==> src/rtl/serial_frame_tx.sv <==
// serial_frame_tx: Moore serial transmitter sending start bit, WIDTH data bits LSB first and stop bit.
module serial_frame_tx #(
  parameter int WIDTH = 3,
  parameter int BIT_CYCLES = 1
) (
  input  logic             clk_i,
  input  logic             reset_ni,
  input  logic [WIDTH-1:0] data_i,
  input  logic             valid_i,
  output logic             ready_o,
  output logic             out_o,
  output logic             busy_o,
  output logic             done_o,
  output logic [1:0]       state_o
);
  typedef enum logic [1:0] {IDLE, START, DATA, STOP} state_t;
  localparam int CW = BIT_CYCLES > 1 ? $clog2(BIT_CYCLES) : 1;
  localparam int IW = WIDTH > 1 ? $clog2(WIDTH) : 1;
  localparam logic [CW-1:0] CNT_MAX = CW'(BIT_CYCLES - 1);
  localparam logic [IW-1:0] IDX_MAX = IW'(WIDTH - 1);
  state_t           state_q, state_d;
  logic [WIDTH-1:0] shreg_q, shreg_d;
  logic [CW-1:0]    cnt_q, cnt_d;
  logic [IW-1:0]    idx_q, idx_d;
  logic             out_q, out_d, ready_q, ready_d, busy_q, busy_d, done_q, done_d;
  logic             bit_end, last_bit;
  always_comb begin
    bit_end  = cnt_q == CNT_MAX;
    last_bit = idx_q == IDX_MAX;
    state_d  = state_q;
    shreg_d  = shreg_q;
    idx_d    = idx_q;
    cnt_d    = bit_end ? '0 : cnt_q + 1'b1;
    done_d   = 1'b0;
    case (state_q)
      IDLE: begin
        cnt_d = '0;
        if (valid_i && ready_q) begin
          shreg_d = data_i;
          idx_d   = '0;
          state_d = START;
        end
      end
      START: if (bit_end) begin
        idx_d   = '0;
        state_d = DATA;
      end
      DATA: if (bit_end) begin
        shreg_d = shreg_q >> 1;
        idx_d   = last_bit ? idx_q : idx_q + 1'b1;
        state_d = last_bit ? STOP : DATA;
      end
      default: if (bit_end) begin
        state_d = IDLE;
        done_d  = 1'b1;
      end
    endcase
    // outputs are precomputed from the next state so they come straight out of flops
    out_d   = (state_d == START) || (state_d == DATA && shreg_d[0]);
    ready_d = state_d == IDLE;
    busy_d  = state_d != IDLE;
  end
  always_ff @(posedge clk_i or negedge reset_ni) begin
    if (!reset_ni) begin
      state_q <= IDLE;
      shreg_q <= '0;
      cnt_q   <= '0;
      idx_q   <= '0;
      out_q   <= 1'b0;
      ready_q <= 1'b1;
      busy_q  <= 1'b0;
      done_q  <= 1'b0;
    end else begin
      state_q <= state_d;
      shreg_q <= shreg_d;
      cnt_q   <= cnt_d;
      idx_q   <= idx_d;
      out_q   <= out_d;
      ready_q <= ready_d;
      busy_q  <= busy_d;
      done_q  <= done_d;
    end
  end
  assign ready_o = ready_q;
  assign out_o   = out_q;
  assign busy_o  = busy_q;
  assign done_o  = done_q;
  assign state_o = state_q;
endmodule

==> config.mk <==
export PLATFORM = sky130hd
export DESIGN_NAME = serial_frame_tx
export DESIGN_NICKNAME = d
export VERILOG_FILES = /design/src/rtl/serial_frame_tx.sv
export SDC_FILE = /design/constraint.sdc
export NUM_CORES = 1
export LEC_CHECK = 0
export ABC_AREA = 0
export ABC_CLOCK_PERIOD_IN_PS = 2450
export CORE_MARGIN = 10
export CORE_UTILIZATION = 35
export CTS_BUF_LIST = sky130_fd_sc_hd__clkbuf_8
export CTS_CLUSTER_SIZE = 25
export DETAILED_ROUTE_END_ITERATION = 6
export SYNTH_ARGS = -nofsm -noshare
export SYNTH_HDL_FRONTEND = slang
export SYNTH_SLANG_ARGS = --single-unit
==> constraint.sdc <==
create_clock -name clk_i -period 2.45 [get_ports clk_i]
set_input_delay 0.3675 -clock clk_i [delete_from_list [all_inputs] [get_ports clk_i]]
set_output_delay 0.3675 -clock clk_i [all_outputs]
set_load 0.1 [all_outputs]
==> metrics, run 1 <==
Die ar. 0.00358 mm2; global-route wire length before repair 1.82 mm; RSZ-0062 raised after global routing no; H-tree depth 1; clock sink count 11; Initial Util 36.9%; worst hold path type input port to async pin; Nets slightly above 70; Post-DRT Antenna Nets 0; CTS tree yes; chip height roughly 60 um; routed wire length around 1.1 mm; Placer Congestion 0.714; hold buffers post-CTS 0; CP Class flop to flop; router iterations before antenna repair 4; CTS buffer count 3; Register-to-Register Path Depth 6; endpoints failing hold 0; synth warn 0; CP peak stage delay 0.41 ns; crit share post-route 70.1%; Netlist cell types 24; Vias 402; PostCTS Resize Cnt 0; Die Wd approximately 60 um; Total GRT Usage between 6 and 7%; Worst Path Required around 2.6 ns; Worst slew margin 66.3%; Net Count, Synth 58; Fin Setup TNS 0 ns; vias per inst ~5.2; endpoints failing setup 0; Slew Viols, Final 0; status finished clean; commonest non-fill, non-tap cell in the layout dfrtp_1; per-cell routed wire length ~14 um; Critical-path top delay cell dfrtp_1; DR iter-0 viols 5; vias in the first global route between 400 and 500; Cell Area, Synth about 560 um2; Multi-input gate area around 250 um2; dpl hpwl ~820 um; Arrival @ worst endpoint ~1.8 ns; critical-path maximum fanout 8; initial antenna violation count 0; global route overflow 0; minimum clock period 1.72 ns; IO Count 12; clk slew on worst S/H paths 0.05 ns; Storage cell area between 200 and 300 um2; diode count 0; pin count of the biggest net entering global routing 12; Skew-Pair Late Insertion Delay 0.24 ns; synth-to-layout area growth 26.8%; Seq/Total Area, Yosys between 40% and 50%; layout cells sized above 1 29.5%; crit start category flop; setup bufs post-CTS 0; Avg Inst Size Synth 11.6 um2; synthesized instance count 48; sequence of cells on the critical path inv_1 -> ha_1 -> a21oi_2 -> a211oi_4 -> a31oi_1 -> mux2_4; post-route DRC violation count 0; # fillers between 150 and 200; Setup crit end kind flop; core area roughly 0.0015 mm2; Seq cells post-synth 11; Bufs on Longest Clock Path 2; max cap viols 0; root buffer cell clkbuf_8; commonest non-fill, non-tap cells in the layout 10 x dfrtp_1, 6 x buf_4, 5 x nand2_1, 5 x clkdlybuf4s50_1; slew at the pin closest to its max-slew limit roughly 0.50 ns; worst clock skew 0.00222 ns; IO Port Bufs 11; Max Clk Rate 0.582 GHz; row cnt 14
==> worst paths after layout <==
kind,end,slack [ns],start
worst min register to register,idx_q[1],0.54,idx_q[1]
min in group clk_i,idx_q[1],0.54,idx_q[1]
worst max register to register,out_o,0.73,state_o[0]
worst max-delay path,out_o,0.73,state_o[0]
worst min-delay path,out_o,0.47,reset_ni
max in group asynchronous,ready_o,1.62,reset_ni
==> state kept, by name, summed over array words and instances, names as in the netlist <==
register	cells
state_o	2
ready_o	1
idx_q	2
busy_o	1
shreg_q	3
out_o	1
done_o	1
==> Yosys cell counts (all sizes together) <==
library cell  number  area [um2]
dfrtp             10         250
nand2              5        18.8
ha                 4        50.1
inv                4        15.0
a22o               3        26.3
mux2               3        37.5
a21oi              2        13.8
buf                2        12.5
nand3              2        10.0
or2                2        12.5
a211oi             1        20.0
a21o               1        7.51
a22oi              1        7.51
a31oi              1        6.26
dfstp              1        26.3
mux2i              1        10.0
nand4              1        6.26
nor2               1        3.75
o21ai              1        5.00
o221ai             1        8.76
o31ai              1        7.51
==> cell families after synthesis <==
group	share of synthesized area [%]
AO/OA/AOI/OAI	18.5
buffers and inverters	4.95
AND/OR/NAND/NOR	9.23
flip-flops	49.8
adder cells (fa/ha/maj)	9.01
multiplexers	8.56
==> layout make-up <==
class                      count  area share (%)
timing repair buffer          11            13.5
clock buffer                   3            5.86
tap                           16            2.84
multi-input combinational     31            35.7
inverter                       4            2.13
sequential                    11            39.3
clock inverter                 1           0.710
==> metal layers <==
| layer | vias up | global-route usage, % | share of wire (%) |
|---|---|---|---|
| met1 | 195 | 7.66 | 43 |
| met2 | 11 | 9.26 | 46 |
| met4 | 0 | 3.85 | 1.4 |
| li1 | 194 | - | - |
| met3 | 2 | 4.87 | 9.2 |
| met5 | - | 0 | 0 |
==> per-stage QoR <==
stage / util (%) / std cells / setup WS, ns / hold WS [ns] / cell area, um2
after floorplan: - / 48 / 0.287 / 0.0719 / 556
after global routing: 46.8 / 77 / 0.620 / 0.502 / 704
final: 46.8 / 77 / 0.732 / 0.470 / 704
after global placement: 43.7 / 73 / 0.697 / 0.528 / 658
after CTS: 46.8 / 77 / 0.717 / 0.482 / 704
after detailed placement: 43.7 / 73 / 0.655 / 0.527 / 658
==> critical path, delay by kind of cell (launching register included) <==
family / cells / cell delay (ns)
AO/OA/AOI/OAI: 3 / 0.49
adder cells (fa/ha/maj): 1 / 0.34
buffers and inverters: 1 / 0.09
flip-flops: 1 / 0.41
multiplexers: 1 / 0.26
Power of run 1 is not shown: default switching activity piles up to over one toggle a cycle in this logic, so the estimate is an artifact.
==> run 2: changes to the inputs <==
--- a/config.mk
+++ b/config.mk
@@ -6,7 +6,7 @@
 export NUM_CORES = 1
 export LEC_CHECK = 0
 export ABC_AREA = 0
-export ABC_CLOCK_PERIOD_IN_PS = 2450
+export ABC_CLOCK_PERIOD_IN_PS = 1600
 export CORE_MARGIN = 10
 export CORE_UTILIZATION = 35
 export CTS_BUF_LIST = sky130_fd_sc_hd__clkbuf_8
==> constraint.sdc (replaced) <==
create_clock -name clk_i -period 1.6 [get_ports clk_i]
set_input_delay 0.24 -clock clk_i [delete_from_list [all_inputs] [get_ports clk_i]]
set_output_delay 0.24 -clock clk_i [all_outputs]
set_load 0.1 [all_outputs]
==> metrics, run 2 (synthesized netlist as in run 1, its figures left out) <==
Slew Viols, Final 0; crit share post-route between 90% and 100%; Storage cell area between 200 and 300 um2; CP peak stage delay approximately 0.51 ns; CTS tree yes; clock sink count 11; Die Wd roughly 60 um; WP buf/inv 1; Biggest register shreg_q; FF-to-FF setup slack between 0.06 and 0.07 ns; critical-path maximum fanout 8; # fillers roughly 130; slew at the pin closest to its max-slew limit roughly 0.48 ns; Crit path max-delay family flip-flops; per-cell routed wire length roughly 14 um; Worst slew margin about 68%; H-tree depth 1; Initial Util 36.9%; Arrival @ worst endpoint around 1.7 ns; commonest non-fill, non-tap cells in the layout 8 x dfrtp_1, 6 x buf_12, 5 x clkdlybuf4s50_1; busiest grt layer met2; RSZ-0062 raised after global routing yes; diode count 0; clk slew on worst S/H paths roughly 0.05 ns; global route overflow 0; met2 Use GR between 10 and 15%; IO Count 12; CTS buffer count 3; worst clock skew between 0.002 and 0.003 ns; Fin Setup TNS 0 ns; pre-CTS WS between 0.01 and 0.015 ns; layout cells sized above 1 roughly 46%; Skew-Pair Late Insertion Delay 0.24 ns; Die ar. 0.00358 mm2; Critical-path top delay cell dfrtp_4; max cap viols 0; Vias 409; worst setup margin approximately 0.063 ns; router iterations before antenna repair 4; vias in the first global route 431; chip height 59.8 um; post-route DRC violation count 0; commonest non-fill, non-tap cell in the layout dfrtp_1; core area roughly 0.0015 mm2; row cnt 14; Post-DRT Antenna Nets 0; DR iter-0 viols 2; Bufs on Longest Clock Path 2; CP Class flop to flop; Placer Congestion ~0.7; Setup crit end kind flop; Total GRT Usage 7.67%; routed wire length around 1.1 mm; max FFs per register 3; Max Clk Rate roughly 0.65 GHz; crit start category flop; M1 GR Usage around 7.7%; status finished clean; endpoints failing setup 0; Worst Path Required 1.72 ns; dpl hpwl slightly below 900 um; pin count of the biggest net entering global routing 12; Multi-input gate area around 280 um2; worst hold path type input port to async pin; global-route wire length before repair around 2 mm; root buffer cell clkbuf_8; initial antenna violation count 0; synth-to-layout area growth 53.6%; met3 usage in global routing 5.51%; Nets 76; IO Port Bufs 11; vias per inst just over 5; minimum clock period 1.54 ns; endpoints failing hold 0; sequence of cells on the critical path inv_4 -> ha_4 -> a21oi_2 -> a211oi_4 -> a31oi_1 -> mux2_4
==> run 2: area by class of cell <==
| type | instances | area share, % |
|---|---|---|
| multi-input cells | 31 | 33.1 |
| repair buffers | 15 | 23.5 |
| clock inverters | 1 | 0.440 |
| inverters | 4 | 2.05 |
| flip-flops and latches | 11 | 33.7 |
| clock buffers | 3 | 4.84 |
| well taps | 16 | 2.35 |
==> run 2: worst paths after layout <==
kind	start	to	depth (start not counted)
min reg2reg	idx_q[0]	idx_q[0]	1
min	reset_ni	shreg_q[1]	1
max in group asynchronous	reset_ni	state_o[1]	1
min in group clk_i	idx_q[0]	idx_q[0]	1
max reg2reg	state_o[0]	out_o	6
max	state_o[0]	out_o	6
==> run 2: stage by stage <==
stage	utilization, %	instances	cell area, um2	hold WS [ns]
after floorplan	-	48	594	-0.0556
after global placement	52.3	76	788	0.521
after detailed placement	52.3	76	788	0.529
after CTS	55.3	80	833	0.344
after global routing	56.6	81	853	0.349
final	56.6	81	853	0.328
==> run 2: routing by layer <==
| layer | vias up | part of all wire [%] | wire length (um) |
|---|---|---|---|
| li1 | 203 | - | - |
| met1 | 195 | 39 | 430 |
| met2 | 8 | 50 | 549 |
| met3 | 3 | 9.0 | 100 |
| met4 | 0 | 2.4 | 27 |
| met5 | - | 0 | 0 |
==> run 2: what timing repair did <==
item | CTS | global route
hold buffers | 0 | 0
gates resized for setup | 0 | 3
setup endpoints to repair | 0 | 4
setup buffers | 0 | 1
Power of run 2 is left out for the same reason.
